### src/rtl/branch_predictor.sv
// Bimodal branch predictor: direct-mapped table of 2-bit saturating counters indexed by PC.
// Zero-latency lookup for fetch, one-cycle training from EX, sequential table init after reset.

module bp_counter #(
    parameter logic [1:0] CNT_INIT = 2'b01
) (
    input  logic       clk,
    input  logic       init_we,
    input  logic       upd_we,
    input  logic       taken,
    output logic [1:0] cnt
);
    // Contents are meaningless until the init sweep has written this entry, so no reset here.
    always_ff @(posedge clk) begin
        if (init_we)
            cnt <= CNT_INIT;
        else if (upd_we) begin
            if (taken && cnt != 2'b11)
                cnt <= cnt + 2'd1;
            else if (!taken && cnt != 2'b00)
                cnt <= cnt - 2'd1;
        end
    end
endmodule

module branch_predictor #(
    parameter int          IDX_BITS = 4,
    parameter logic [1:0]  CNT_INIT = 2'b01
) (
    input  logic        clk,
    input  logic        rst,
    input  logic [31:0] if_pc,
    output logic        pred_taken,
    input  logic        ex_valid,
    input  logic [31:0] ex_pc,
    input  logic        ex_taken,
    input  logic        ex_pred_taken,
    output logic        mispredict,
    output logic        init_done
);
    localparam int ENTRIES = 2 ** IDX_BITS;

    typedef enum logic {S_INIT, S_RUN} state_t;

    state_t                      state;
    logic [IDX_BITS-1:0]         init_ptr;
    logic [ENTRIES-1:0][1:0]     tbl;
    logic [ENTRIES-1:0]          init_we;
    logic [ENTRIES-1:0]          upd_we;
    logic [IDX_BITS-1:0]         if_idx;
    logic [IDX_BITS-1:0]         ex_idx;
    logic                        unused_pc_bits;

    assign if_idx = if_pc[IDX_BITS+1:2];
    assign ex_idx = ex_pc[IDX_BITS+1:2];
    assign unused_pc_bits = ^{if_pc[31:IDX_BITS+2], if_pc[1:0], ex_pc[31:IDX_BITS+2], ex_pc[1:0]};

    always_ff @(posedge clk or posedge rst) begin
        if (rst) begin
            state     <= S_INIT;
            init_ptr  <= '0;
            init_done <= 1'b0;
        end else begin
            case (state)
                S_INIT: begin
                    init_ptr <= init_ptr + 1'b1;
                    if (init_ptr == {IDX_BITS{1'b1}}) begin
                        state     <= S_RUN;
                        init_done <= 1'b1;
                    end
                end
                S_RUN: state <= S_RUN;
                default: state <= S_INIT;
            endcase
        end
    end

    // Training is ignored during the init sweep; only RUN writes back resolved outcomes.
    for (genvar g = 0; g < ENTRIES; g++) begin : g_entry
        assign init_we[g] = !rst && state == S_INIT && init_ptr == IDX_BITS'(g);
        assign upd_we[g]  = state == S_RUN && ex_valid && ex_idx == IDX_BITS'(g);

        bp_counter #(.CNT_INIT(CNT_INIT)) u_cnt (
            .clk     (clk),
            .init_we (init_we[g]),
            .upd_we  (upd_we[g]),
            .taken   (ex_taken),
            .cnt     (tbl[g])
        );
    end

    // Lookup reads the registered counter, so a same-cycle update is seen one cycle later.
    assign pred_taken = init_done & tbl[if_idx][1];
    assign mispredict = !rst & ex_valid & (ex_taken ^ ex_pred_taken);
endmodule

### config.mk
export PLATFORM = sky130hd
export DESIGN_NAME = branch_predictor
export DESIGN_NICKNAME = d
export VERILOG_FILES = /design/src/rtl/branch_predictor.sv
export SDC_FILE = /design/constraint.sdc
export NUM_CORES = 1
export LEC_CHECK = 0
export ABC_CLOCK_PERIOD_IN_PS = 2500
export CAP_MARGIN = 40
export CORE_AREA = 3 3 77 72
export CTS_CLUSTER_DIAMETER = 60
export DETAILED_ROUTE_END_ITERATION = 16
export DIE_AREA = 0 0 80 75
export PLACE_DENSITY = 0.91
export SETUP_SLACK_MARGIN = 0.15
export SYNTH_ARGS = -nofsm -noshare
export SYNTH_HDL_FRONTEND = slang
export SYNTH_SLANG_ARGS = --single-unit
### constraint.sdc
create_clock -name clk -period 2.5 [get_ports clk]
set_input_delay 0.625 -clock clk [delete_from_list [all_inputs] [get_ports clk]]
set_output_delay 0.625 -clock clk [all_outputs]
set_load 0.05 [all_outputs]
# Word-level counts from Yosys, hierarchy flattened
# Index checks and enable logic that the tools add are counted.
# word_totals
ff_bits	38
out_inout_bits	3
# op_classes
n_addsub	33
n_lt_le_gt_ge	1
eq_ne	46
mux	36
bitwise	5
reduce_logical	119
# op_table
cell	count
logical AND 1 bit	66
2-to-1 mux 2 bit	33
== test 4 bit (second input constant)	16
nonzero test 2 bit	32
AND reduction 2 bit	17
adder 2 x 1 -> 2 bit (second input constant)	16
== test 4 x 3 -> 1 bit (second input constant)	8
inequality test 2 bit (second input constant)	16
subtractor 2 x 1 -> 2 bit (second input constant)	16
== test 4 x 2 -> 1 bit (second input constant)	4
binary-select mux 2 bit (select 4 bit)	1
== test 4 x 1 -> 1 bit (second input constant)	2
zero test 4 bit	2
less-than comparator 4 x 5 -> 1 bit (second input constant)	1
adder 4 x 1 -> 4 bit (second input constant)	1
bitwise AND 1 bit	3
zero test 1 bit	2
one-hot mux 1 bit (2 select lines)	1
2-to-1 mux 1 bit	1
inverter 1 bit	1
bitwise XOR 1 bit	1

# Longest topological paths before layout
# Gate-level depths: netlist of run 1.
# logic_depth
ltp_word	4
mapped_depth	6
ltp_nobuf	5

# Cells and area by module
# Synthesis of run 1 repeated with hierarchy kept, for this count alone.
# hier_totals
cells_unflattened	282
area_unflattened_um2	2444.8
# modules_own_cells
mod	instances	cells_each	area_per_inst_um2
bp_counter	16	12	108.9
branch_predictor	1	90	703.2

# Worst setup path after synthesis of run 1
# OpenSTA, ideal clock, no wires.
# synth_path
path_kind	input port to output port
startpoint	input port if_pc[2]
endpoint	output port pred_taken
t_arrival_ns	1.976
path_slack_ns	-0.101
cell_stages	4
path_cell_list	buf_2 mux4_2 o211ai_1 o22ai_1
# synth_between
elab_chain_len	3
# synth_rtl
element	line	text
start, declared	32	input logic [31:0] if_pc,
binary-select mux 2 bit (select 4 bit)	93	assign pred_taken = init_done & tbl[if_idx][1];
2-to-1 mux 2 bit (not written as such)	93	
bitwise AND 1 bit	93	
end, declared	33	output logic pred_taken,
# No other way between the ends. The select of a mux whose other input is x is not followed.

# Worst setup path in the final report of run 1
# Ends and elaborated chain as after synthesis.

==> impl_metrics.yaml, run 1 <==
cells_and_area:
  final_cell_mix: "dfxtp_1, o21ai_0, nor2_1, nand2_1, a21oi_1"
  multi_input_area_mm2: 0.00133
  drive_above_1_share_pct: 11.2
  nets: 358
  antennaDiodeCount: 0
  fin_cells: 351
  fillers: 436
  layout_commonest_cell: "dfxtp_1"
  ff_latch_area_um2: 791
  area_growth_pct: 15.3
sta:
  fmax_mhz: 420
  tightest_slew_ns: 0.501
  timing.slew.headroom_pct: 66.5
  period_share_pct: 95.3
  finalClockSkew_ns: 0.00398
  fin_crit_ns: 2.38
  setup_viol: 0
  slew_viol_final: 0
  rsz0062_at_grt: "true"
  tns_ns: 0
  hold_violations: 0
synthesis:
  syn-cell-area_mm2: 0.00220
  synth-seq-cells: 38
  ys_warn_count: 0
  synth_edf_count: 0
  syn_inst: 269
  async_reset_ff_share_pct: 15.8
  ys_seq_area_share_pct: 36.0
  ys_types: 46
  avgSynthCellArea_um2: 8.17
  synthFlopType: "dfxtp_1"
  syn_nets: 342
floorplanning:
  rows: 24
  die_y_um: 75
  die_width_um: 80
  floorplan.initialDensity_pct: 45.7
  fp.coreArea_mm2: 0.00480
  num_io_pins: 72
  die-area_mm2: 0.00600
global_routing:
  grt_max_degree: 30
  grt_pass1_wl_um: 8890
  grt_pass1_vias: 1905
  grtUsageTotal_pct: 19.4
  gr-total-overflow: 0
  antenna_found_initial: 0
drt:
  drt_wl_total_um: 5290
  avgViaCountPerCell: 5.88
  via_count: 2063
  dr.first_iter.drc_count: 215
  wl_per_cell_um: 15.1
  drc: 0
  antenna_left: 0
  first_pass_iters: 4
place:
  dp_cells: 342
  port_buffers: 15
  place.gp.congestion: 0.885
  dp_hpwl_um: 3930
hold_path:
  hold_class: "flop to flop"
  hold_path_end: "g_entry[0].u_cnt.cnt[0]"
  holdPathStages: 1
  min_from: "g_entry[0].u_cnt.cnt[0]"
setup_path:
  critPathMaxFanout: 3
  cp-start-kind: "primary input"
  crit_start: "if_pc[2]"
  path_class: "primary input to output port"
  worst_setup_path_end_kind: "output port"
  worstPathArrival_ns: 1.76
  ff2ff_path_depth: 4
  reg2reg_to: "g_entry[14].u_cnt.cnt[0]"
  reg2reg_slack_ns: 0.84
  r2r-start: "state"
  critPathRequiredTime_ns: 1.88
clock_tree:
  htreeDepth: 2
  cts-root-buf: "clkbuf_8"
  clock_sinks: 38
  cts_made_buffers: 5
  worstSkewPairLatency_ns: 0.30
  path_clk_slew_ns: 0.07
  cts_hold_buffers: 0
  cts_tree: "done"
  clock_path_buffers: 2
outcome:
  outcome: "complete, no violations"
pwr:
  max-vdd-ir-drop_uv: 353
  power.density_mw_per_mm2: 577
  p_total_mw: 1.46
  leakage_nw: 1.04
flow_run:
  drv_cap: 0
## kinds of logic (layout without fill, tap and decap cells)
kind of cell | Yosys count | count (layout) | share of synthesized area [%]
simple gates | 112 | 112 | 26.0
compound gates | 86 | 86 | 25.4
flops | 38 | 38 | 36.0
buf+inv | 18 | 35 | 4.33
mux | 7 | 7 | 4.38
fa+ha+maj | 4 | 4 | 2.28
xor+xnor | 4 | 4 | 1.59
## power by group
| part | total (mW) | switching [mW] | leakage, nW | internal, mW |
|---|---|---|---|---|
| Combinational | 0.247 | 0.118 | 0.645 | 0.129 |
| Sequential | 0.766 | 0.0667 | 0.338 | 0.699 |
| Clock | 0.448 | 0.226 | 0.0515 | 0.222 |
## worst max-delay path: stages
cell and delay, ns:
buf_8 0.08, mux4_2 0.50, o211ai_1 0.27, o22ai_4 0.11, buf_6 0.16
## worst max-delay path by stage
stage	cells after the start	endpoint
2_1_floorplan	4	pred_taken
5_1_grt	5	pred_taken
3_3_place_gp	5	pred_taken
6_report	5	pred_taken
3_5_place_dp	5	pred_taken
4_1_cts	5	pred_taken
## sequential cells by signal, summed over array words and instances (netlist names)
register and count:
g_entry.u_cnt.cnt 32, init_ptr 4, init_done 1, state 1
## cell usage after synthesis (all sizes together) (6+ instances only)
cell type  instances  share of area, %
nor3               9               2.0
nand3             12               2.7
o21ai             28               6.4
nand2b             6               1.7
a21o              13               4.4
a211o              7               2.8
dfrtp              6               6.8
dfxtp             32                29
nor2              29               5.1
and3              12               3.5
nand2             27               4.8
buf                8               2.6
a21oi             14               3.2
## per-stage QoR
stage / utilization [%] / cell area (µm²) / setup slack [ns] / hold slack [ns]
final: 52.7 / 2530 / 0.118 / 0.480
after global routing: 52.7 / 2530 / 0.0834 / 0.511
after CTS: 52.6 / 2530 / 0.0779 / 0.484
after detailed placement: 50.3 / 2420 / -0.466 / 0.464
after global placement: 50.3 / 2420 / -0.450 / 0.456
after floorplan: - / 2210 / 0.175 / 0.421
## area by class of cell
class / instances / area share [%]
clock inverter: 2 / 0.444
multi-input combinational: 213 / 52.6
timing repair buffer: 22 / 8.54
sequential: 38 / 31.2
inverter: 5 / 0.741
tap: 65 / 3.21
clock buffer: 6 / 3.26
## routing by layer
metal	share of wire [%]	up-vias	GRT usage [%]
met5	0	-	0
met4	1.5	0	7.69
met3	8.3	8	6.46
met2	47	78	30.4
met1	43	964	24.9
li1	-	1013	-
## repair_timing
action,in CTS,in global routing
gates resized for setup,10,4
setup buffers,1,0
pin swaps,2,3
gates cloned,0,0
setup endpoints to repair,1,1
Note: power is estimated with default switching activity, not from simulation.
==> run 2: changes to the inputs <==
Settings changed: CORE_AREA 3 3 77 72 to 2 2 76 71, DIE_AREA 0 0 80 75 to 0 0 78 73, PLACE_DENSITY 0.91 to 0.79.
==> impl_metrics.yaml, run 2 (synthesis results as in run 1) <==
outcome:
  outcome: "complete, no violations"
setup_path:
  critPathRequiredTime_ns: 1.88
  cp-start-kind: "primary input"
  worstPathArrival_ns: 1.74
  path_class: "primary input to output port"
  ff2ff_path_depth: 4
  critPathMaxFanout: 3
  worst_setup_path_end_kind: "output port"
floorplanning:
  die_width_um: 78
  die_y_um: 73
  floorplan.initialDensity_pct: 43.9
  fp.coreArea_mm2: 0.00500
  rows: 25
  num_io_pins: 72
  die-area_mm2: 0.00569
clock_tree:
  postCtsSetupBuffers: 0
  cts-root-buf: "clkbuf_8"
  cts_hold_buffers: 0
  cts_made_buffers: 5
  clock_path_buffers: 2
  worstSkewPairLatency_ns: 0.29
  path_clk_slew_ns: 0.07
  cts_tree: "done"
  clock_sinks: 38
  htreeDepth: 2
cells_and_area:
  top_register: "g_entry.u_cnt.cnt"
  final_cell_mix: "dfxtp_1, o21ai_0, nor2_1, nand2_1, a21oi_1"
  area_growth_pct: 13.9
  antennaDiodeCount: 0
  drive_above_1_share_pct: 9.19
  fin_cells: 350
  layout_commonest_cell: "dfxtp_1"
  top_regs: "g_entry.u_cnt.cnt x32, init_ptr x4"
  nets: 356
  largest_reg_flops: 32
  final_area_mm2: 0.00250
pwr:
  leakage_nw: 1.01
  switching_share_pct: 27.7
  max-vdd-ir-drop_uv: 202
  p_seq_share_pct: 54.3
  power.density_mw_per_mm2: 563
  combPwrFrac_pct: 17.1
  clkPwrFrac_pct: 28.6
  power.switching_mw: 0.390
  p_int_mw: 1.02
global_routing:
  antenna_found_initial: 0
  grt_pass1_vias: 1756
  gr-total-overflow: 0
  grtUsageTotal_pct: 18.2
  grt_max_degree: 57
  grt_pass1_wl_um: 8220
sta:
  hold_violations: 0
  timing.slew.headroom_pct: 66.9
  fmax_mhz: 423
  period_share_pct: 94.5
  slew_viol_final: 0
  fin_crit_ns: 2.36
  setup_viol: 0
  rsz0062_at_grt: "true"
  tns_ns: 0
  tightest_slew_ns: 0.495
  finalClockSkew_ns: 0.00408
  holdWs_ns: 0.473
hold_path:
  hold_class: "flop to flop"
  holdPathStages: 1
drt:
  avgViaCountPerCell: 5.64
  antenna_left: 0
  dr.first_iter.drc_count: 157
  drt_wl_total_um: 4860
  via_count: 1975
  drc: 0
  first_pass_iters: 4
  wl_per_cell_um: 13.9
place:
  dpl_cell_area_mm2: 0.00241
  place.gp.congestion: 0.832
  dp_hpwl_um: 3690
  dp_cells: 343
  port_buffers: 15
flow_run:
  drv_cap: 0
[run 2: cell types whose count changed in the layout (fill, tap and decap cells not counted), sizes merged]
| cell | before | now |
|---|---|---|
| buf | 10 | 8 |
| clkdlybuf4s15 | 0 | 1 |
| clkdlybuf4s50 | 10 | 9 |
| clkinv | 1 | 0 |
| dlygate4sd2 | 0 | 1 |
| inv | 6 | 5 |
[run 2: per-layer routing]
| metal | up-vias | wire, µm | GRT usage, % |
|---|---|---|---|
| li1 | 1008 | - | - |
| met1 | 937 | 2420 | 24.6 |
| met2 | 25 | 2210 | 28.9 |
| met3 | 5 | 158 | 4.08 |
| met4 | 0 | 63 | 6.63 |
| met5 | - | 0 | 0 |
[run 2: final timing paths]
kind | startpoint | end | slack, ns
max | if_pc[2] | pred_taken | 0.14
min | g_entry[0].u_cnt.cnt[0] | g_entry[0].u_cnt.cnt[0] | 0.47
max reg2reg | state | g_entry[10].u_cnt.cnt[0] | 0.82
min reg2reg | g_entry[0].u_cnt.cnt[0] | g_entry[0].u_cnt.cnt[0] | 0.47
max in group asynchronous | rst | init_done | 1.75
min in group asynchronous | rst | init_ptr[1] | 0.64
[run 2: stage by stage]
step                power [mW]  worst slack [ns]  util [%]
floorplan                0.942             0.175         -
global placement          1.01            -0.419      48.2
detailed placement        1.02            -0.434      48.2
CTS                       1.42             0.114      50.0
global route              1.49            0.0716      50.0
finish                    1.41             0.137      50.0
[run 2: final cells by class]
class / instances / area (µm²)
fill: 489 / 2500
sequential: 38 / 791
tap: 67 / 83.8
multi-input combinational: 213 / 1330
timing repair buffer: 20 / 205
inverter: 5 / 18.8
clock buffer: 7 / 76.3
[run 2: timing repair]
item	CTS	global route
pin swaps	2	2
setup endpoints to repair	1	2
resized for setup	12	1
[run 2: worst max-delay path: stages]
cell	delay [ns]
buf_8	0.08
mux4_2	0.48
o211ai_1	0.29
o22ai_4	0.10
buf_6	0.16
[run 2: power by group through the flow]
| stage | Clock [mW] | Combinational [mW] | Sequential, mW |
|---|---|---|---|
| 2_1_floorplan | 0 | 0.182 | 0.760 |
| 3_3_place_gp | 0 | 0.232 | 0.773 |
| 3_5_place_dp | 0 | 0.241 | 0.776 |
| 4_1_cts | 0.419 | 0.242 | 0.763 |
| 5_1_grt | 0.436 | 0.272 | 0.778 |
| 6_report | 0.403 | 0.241 | 0.764 |
==> variant 1: new RTL, settings of run 1 <==
Change the parameter `IDX_BITS` from 4 to 3.
--- a/src/rtl/branch_predictor.sv
+++ b/src/rtl/branch_predictor.sv
@@ -24,7 +24,7 @@
 endmodule
 
 module branch_predictor #(
-    parameter int          IDX_BITS = 4,
+    parameter int          IDX_BITS = 3,
     parameter logic [1:0]  CNT_INIT = 2'b01
 ) (
     input  logic        clk,
Formal check against the unedited RTL: not equivalent (Yosys sat finds a counterexample within 10 cycles, from zero or initial values and one cycle with rst high).
==> variant 1 against run 1 <==
Design area decreased by 41%; hold slack got worse by 0.0023 ns; clock power decreased by 48%; sequential cell count decreased by 17; global-route usage decreased by 9.3 points; synthesized area decreased by 42%; die area unchanged; utilization decreased by 21 points; combinational power decreased by 26%; largest power group unchanged; highest routed layer unchanged; power decreased by 42%; count of clock-buffer cells in the layout decreased by 3; clock skew increased by 0.0083 ns; setup slack improved by 0.12 ns; largest cell class unchanged; wire length decreased by 50%.
==> variant 1: results (changes against run 1) <==
INFO  setup_path     critPathSlowestCell=sky130_fd_sc_hd__clkdlybuf4s50_1
INFO  setup_path     worst_ep_arrival_time=1.64ns [-0.12 ns]
INFO  placement      io_buffers=13 [-2]
INFO  final_layout   multi_input_combinational_cell_area=748um2 [-44%]
INFO  status         outcome=complete, no violations
INFO  hold_path      hold_path_depth=2 [+1]
INFO  clocking       postCtsSetupRepairBufs=0 [-1]
INFO  synth          yosys.cell_types.count=39 [-15%]
INFO  global_routing globalRouteMet1Util=12.2% [-13 points]
INFO  global_routing grt_use_met3=3.59% [-2.9 points]
INFO  power          vdd_drop_max=204uV [-42%]
INFO  setup_path     setup.worst_path.start=ex_taken
INFO  hold_path      min_from=g_entry[2].u_cnt.cnt[0]
INFO  final_layout   layout.comb_gates.multi_input=108 [-49%]
INFO  global_routing globalRouteMet2Util=16.5% [-14 points]
INFO  routing        detail_route.iter0.violations=112 [-48%]
INFO  synth          async_reset_ff_share=23.8% [+8.0 points]
INFO  placement      post-dp-hpwl=2030um [-48%]
INFO  final_layout   nonClockInverterCount=9 [+4]
INFO  clocking       cts_max_level=1 [-1]
INFO  final_layout   layout.clock.cell_area_share=3.08% [-0.63 points]
INFO  sta            tightestPinTransition=0.499ns [-0.00284 ns]
INFO  routing        vias_per_cell=4.70 [-20%]
INFO  final_layout   fillCellCount=498 [+14%]
INFO  global_routing globalRouteTotalUtil=10.0% [-9.3 points]
INFO  global_routing grt_pass1_vias=1033 [-46%]
INFO  final_layout   layout-drive-gt1-share=13.4% [+2.2 points]
INFO  sta            finClkSkew=0.0123ns [+0.00830 ns]
INFO  synth          avgSynthCellArea=8.86um2 [+8.5%]
INFO  final_layout   layout-area-overhead-vs-synth=17.9%
## variant 1: changes by cell type after synthesis, sizes merged, moves of 5 or more
cell / delta
and3: -5
o21ai: -12
a21o: -11
dfxtp: -16
nor3: -6
nand3: -5
nand2: -8
o31ai: -5
nor2: -25
a211o: -7
clkbuf: -5
a21oi: -12
## variant 1: through the flow
stage	TNS (ns)	hold WS (ns)	power (mW)	utilization (%)
after floorplan	0	0.409	0.569	-
after global placement	-0.121	0.463	0.610	30.4
after detailed placement	-0.164	0.469	0.623	30.4
after CTS	0	0.479	0.854	31.4
after global routing	0	0.507	0.898	31.3
final	0	0.478	0.849	31.3
## variant 1: power by group
part,total (mW),switching (mW),internal (mW)
logic,0.184,0.0907,0.0931
clock network,0.232,0.121,0.111
registers,0.433,0.0458,0.387
## variant 1: logic make-up after synthesis
family,after synthesis,synth area share (%)
compound gates,39,20.9
xor+xnor,2,1.37
fa+ha+maj,7,6.67
buf+inv,15,6.47
flops,21,34.9
mux,7,7.55
simple gates,53,22.2
==> variant 2: new RTL, flow settings as in run 1 <==
Made on the original files. Add an input register stage for `ex_pc`, cleared by the reset; this delays it by one clock. The other inputs are not delayed to match.
--- a/src/rtl/branch_predictor.sv
+++ b/src/rtl/branch_predictor.sv
@@ -42,6 +42,16 @@
 
     typedef enum logic {S_INIT, S_RUN} state_t;
 
+    logic [31:0] ex_pc_q;
+
+    always_ff @(posedge clk or posedge rst) begin
+        if (rst) begin
+            ex_pc_q <= '0;
+        end else begin
+            ex_pc_q <= ex_pc;
+        end
+    end
+
     state_t                      state;
     logic [IDX_BITS-1:0]         init_ptr;
     logic [ENTRIES-1:0][1:0]     tbl;
@@ -52,8 +62,8 @@
     logic                        unused_pc_bits;
 
     assign if_idx = if_pc[IDX_BITS+1:2];
-    assign ex_idx = ex_pc[IDX_BITS+1:2];
-    assign unused_pc_bits = ^{if_pc[31:IDX_BITS+2], if_pc[1:0], ex_pc[31:IDX_BITS+2], ex_pc[1:0]};
+    assign ex_idx = ex_pc_q[IDX_BITS+1:2];
+    assign unused_pc_bits = ^{if_pc[31:IDX_BITS+2], if_pc[1:0], ex_pc_q[31:IDX_BITS+2], ex_pc_q[1:0]};
 
     always_ff @(posedge clk or posedge rst) begin
         if (rst) begin
Behaviour: same outputs for any inputs over 10 cycles, from zero or initial values and one cycle with rst high; that may be too few to reach the edited logic, so the function may still have changed.
==> variant 2 against run 1 <==
Wire length is 8.3% higher; cell count grew 0.85%; register-to-register slack got worse by 0.16 ns; combinational power increased by 38%; critical endpoint unchanged; largest cell class unchanged; design area increased by 7.9%; largest power group unchanged; synthesized area up 12%; first-iteration DRC count fell by 2.3%; sequential power increased by 14%; clock skew rose by 0.00077 ns; setup slack better by 0.083 ns; sequential cell count increased by 4; hold slack better by 0.033 ns; power up 15%.
==> variant 2: results (changes against run 1) <==
INFO  status         outcome=complete, no violations
INFO  hold_path      min_from=g_entry[5].u_cnt.cnt[1]
INFO  routing        met3_length=307um [-30%]
INFO  placement      post-dp-hpwl=3850um [-2.1%]
INFO  synth          synth_sequential_area_ratio=36.1% [+0.060 points]
INFO  sta            timing.slew.headroom=46.1% [-20 points]
INFO  synth          async_reset_ff_share=23.8% [+8.0 points]
INFO  global_routing globalRouteTotalUtil=20.3% [+0.95 points]
INFO  synth          avgSynthCellArea=8.89um2 [+8.8%]
INFO  setup_path     r2r_start=ex_pc_q[3]
INFO  clocking       postCtsSetupRepairBufs=0 [-1]
INFO  synth          synth.area.top_cells=sky130_fd_sc_hd__dfxtp_1 26%, sky130_fd_sc_hd__dfrtp_1 10%, sky130_fd_sc_hd__mux2i_1 6.5%, sky130_fd_sc_hd__nor3_1 4.9%, sky130_fd_sc_hd__nand2b_1 4.3%
INFO  routing        route.met2.wl=2720um [+9.1%]
INFO  synth          post_synth_most_frequent_cells=32 x sky130_fd_sc_hd__dfxtp_1, 24 x sky130_fd_sc_hd__nor3_1, 17 x sky130_fd_sc_hd__nand2b_1, 17 x sky130_fd_sc_hd__o22ai_1
INFO  setup_path     r2r-end=g_entry[2].u_cnt.cnt[0]
INFO  setup_path     worst-path-max-fanout=4 [+1]
INFO  setup_path     regToRegSetupSlack=0.68ns [-0.16 ns]
INFO  sta            fin_hold_ws=0.514ns [+0.0333 ns]
INFO  hold_path      hold_path_depth=2 [+1]
INFO  final_layout   top_regs=g_entry.u_cnt.cnt: 32 flops, ex_pc_q: 4 flops, init_ptr: 4 flops
INFO  sta            finClkSkew=0.00475ns [+0.000767 ns]
INFO  synth          yosys.cell_types.count=44 [-4.3%]
INFO  placement      finalWeightedCongestion=0.831 [-6.1%]
INFO  final_layout   final_cells=354 [+0.85%]
INFO  global_routing grt_first_pass_wirelength=9400um [+5.7%]
INFO  final_layout   layout-drive-gt1-share=15.2% [+4.0 points]
INFO  power          vdd_drop_max=439uV [+24%]
INFO  final_layout   final_net_count=361 [+0.84%]
[variant 2: cell count changes after synthesis, sizes merged, moves of 8 or more]
cell and delta:
mux2i +12, nand2b +11, inv +11, a21oi -8
o21ai -18, o22ai +16, nor3 +15, a21o -11
a31oi +13, a211oi +12, nor2 -20, buf +10
[variant 2: where the power goes]
group / total (mW) / internal, mW / switching [mW]
sequential: 0.871 / 0.762 / 0.110
combinational: 0.342 / 0.174 / 0.168
clock: 0.474 / 0.222 / 0.252
[variant 2: final cells by class]
class | instances | area, um2
fill | 421 | 2070
timing repair buffer | 22 | 208
clock inverter | 2 | 12.5
tap | 65 | 81.3
inverter | 16 | 60.1
clock buffer | 6 | 82.6
multi-input combinational | 201 | 1400
sequential | 42 | 891
[variant 2: repair_timing]
action                                  in CTS  in global routing
endpoints found under the setup margin       1                  1
pin swaps                                    1                  2
gates resized for setup                      9                  3
[variant 2: how the worst max path moves through the flow]
stage	from	to	depth (start not counted)
after CTS	if_pc[2]	pred_taken	5
final	if_pc[2]	pred_taken	5
after floorplan	if_pc[2]	pred_taken	4
after global routing	if_pc[2]	pred_taken	5
after detailed placement	if_pc[2]	pred_taken	5
after global placement	if_pc[2]	pred_taken	5
[variant 2: cell families (layout without fill, tap and decap cells)]
kind of cell | count (synthesis) | in the layout | share of synthesized area [%]
flip-flops | 42 | 42 | 36.1
adder cells (fa/ha/maj) | 4 | 4 | 2.03
buffers and inverters | 35 | 46 | 7.59
XOR/XNOR | 4 | 4 | 1.42
AND/OR/NAND/NOR | 97 | 97 | 21.7
multiplexers | 19 | 19 | 8.76
AO/OA/AOI/OAI | 77 | 77 | 22.5
[variant 2: stage by stage]
stage / power, mW / setup WS (ns) / area [um2] / setup TNS [ns]
floorplan: 1.13 / 0.224 / 2480 / 0
global placement: 1.19 / -0.383 / 2640 / -0.383
detailed placement: 1.22 / -0.401 / 2640 / -0.401
CTS: 1.69 / 0.155 / 2730 / 0
global route: 1.77 / 0.156 / 2730 / 0
finish: 1.69 / 0.202 / 2730 / 0
[variant 2: worst min-delay path: cells and delay by family, from the launching register on]
family | cells | cell delay, ns
flops | 1 | 0.33
compound gates | 2 | 0.13
[variant 2: per-layer routing]
| layer | global-route usage [%] | up-vias |
|---|---|---|
| li1 | - | 1051 |
| met1 | 27.8 | 1002 |
| met2 | 31.3 | 69 |
| met3 | 3.23 | 12 |
| met4 | 10.7 | 0 |
| met5 | 0 | - |
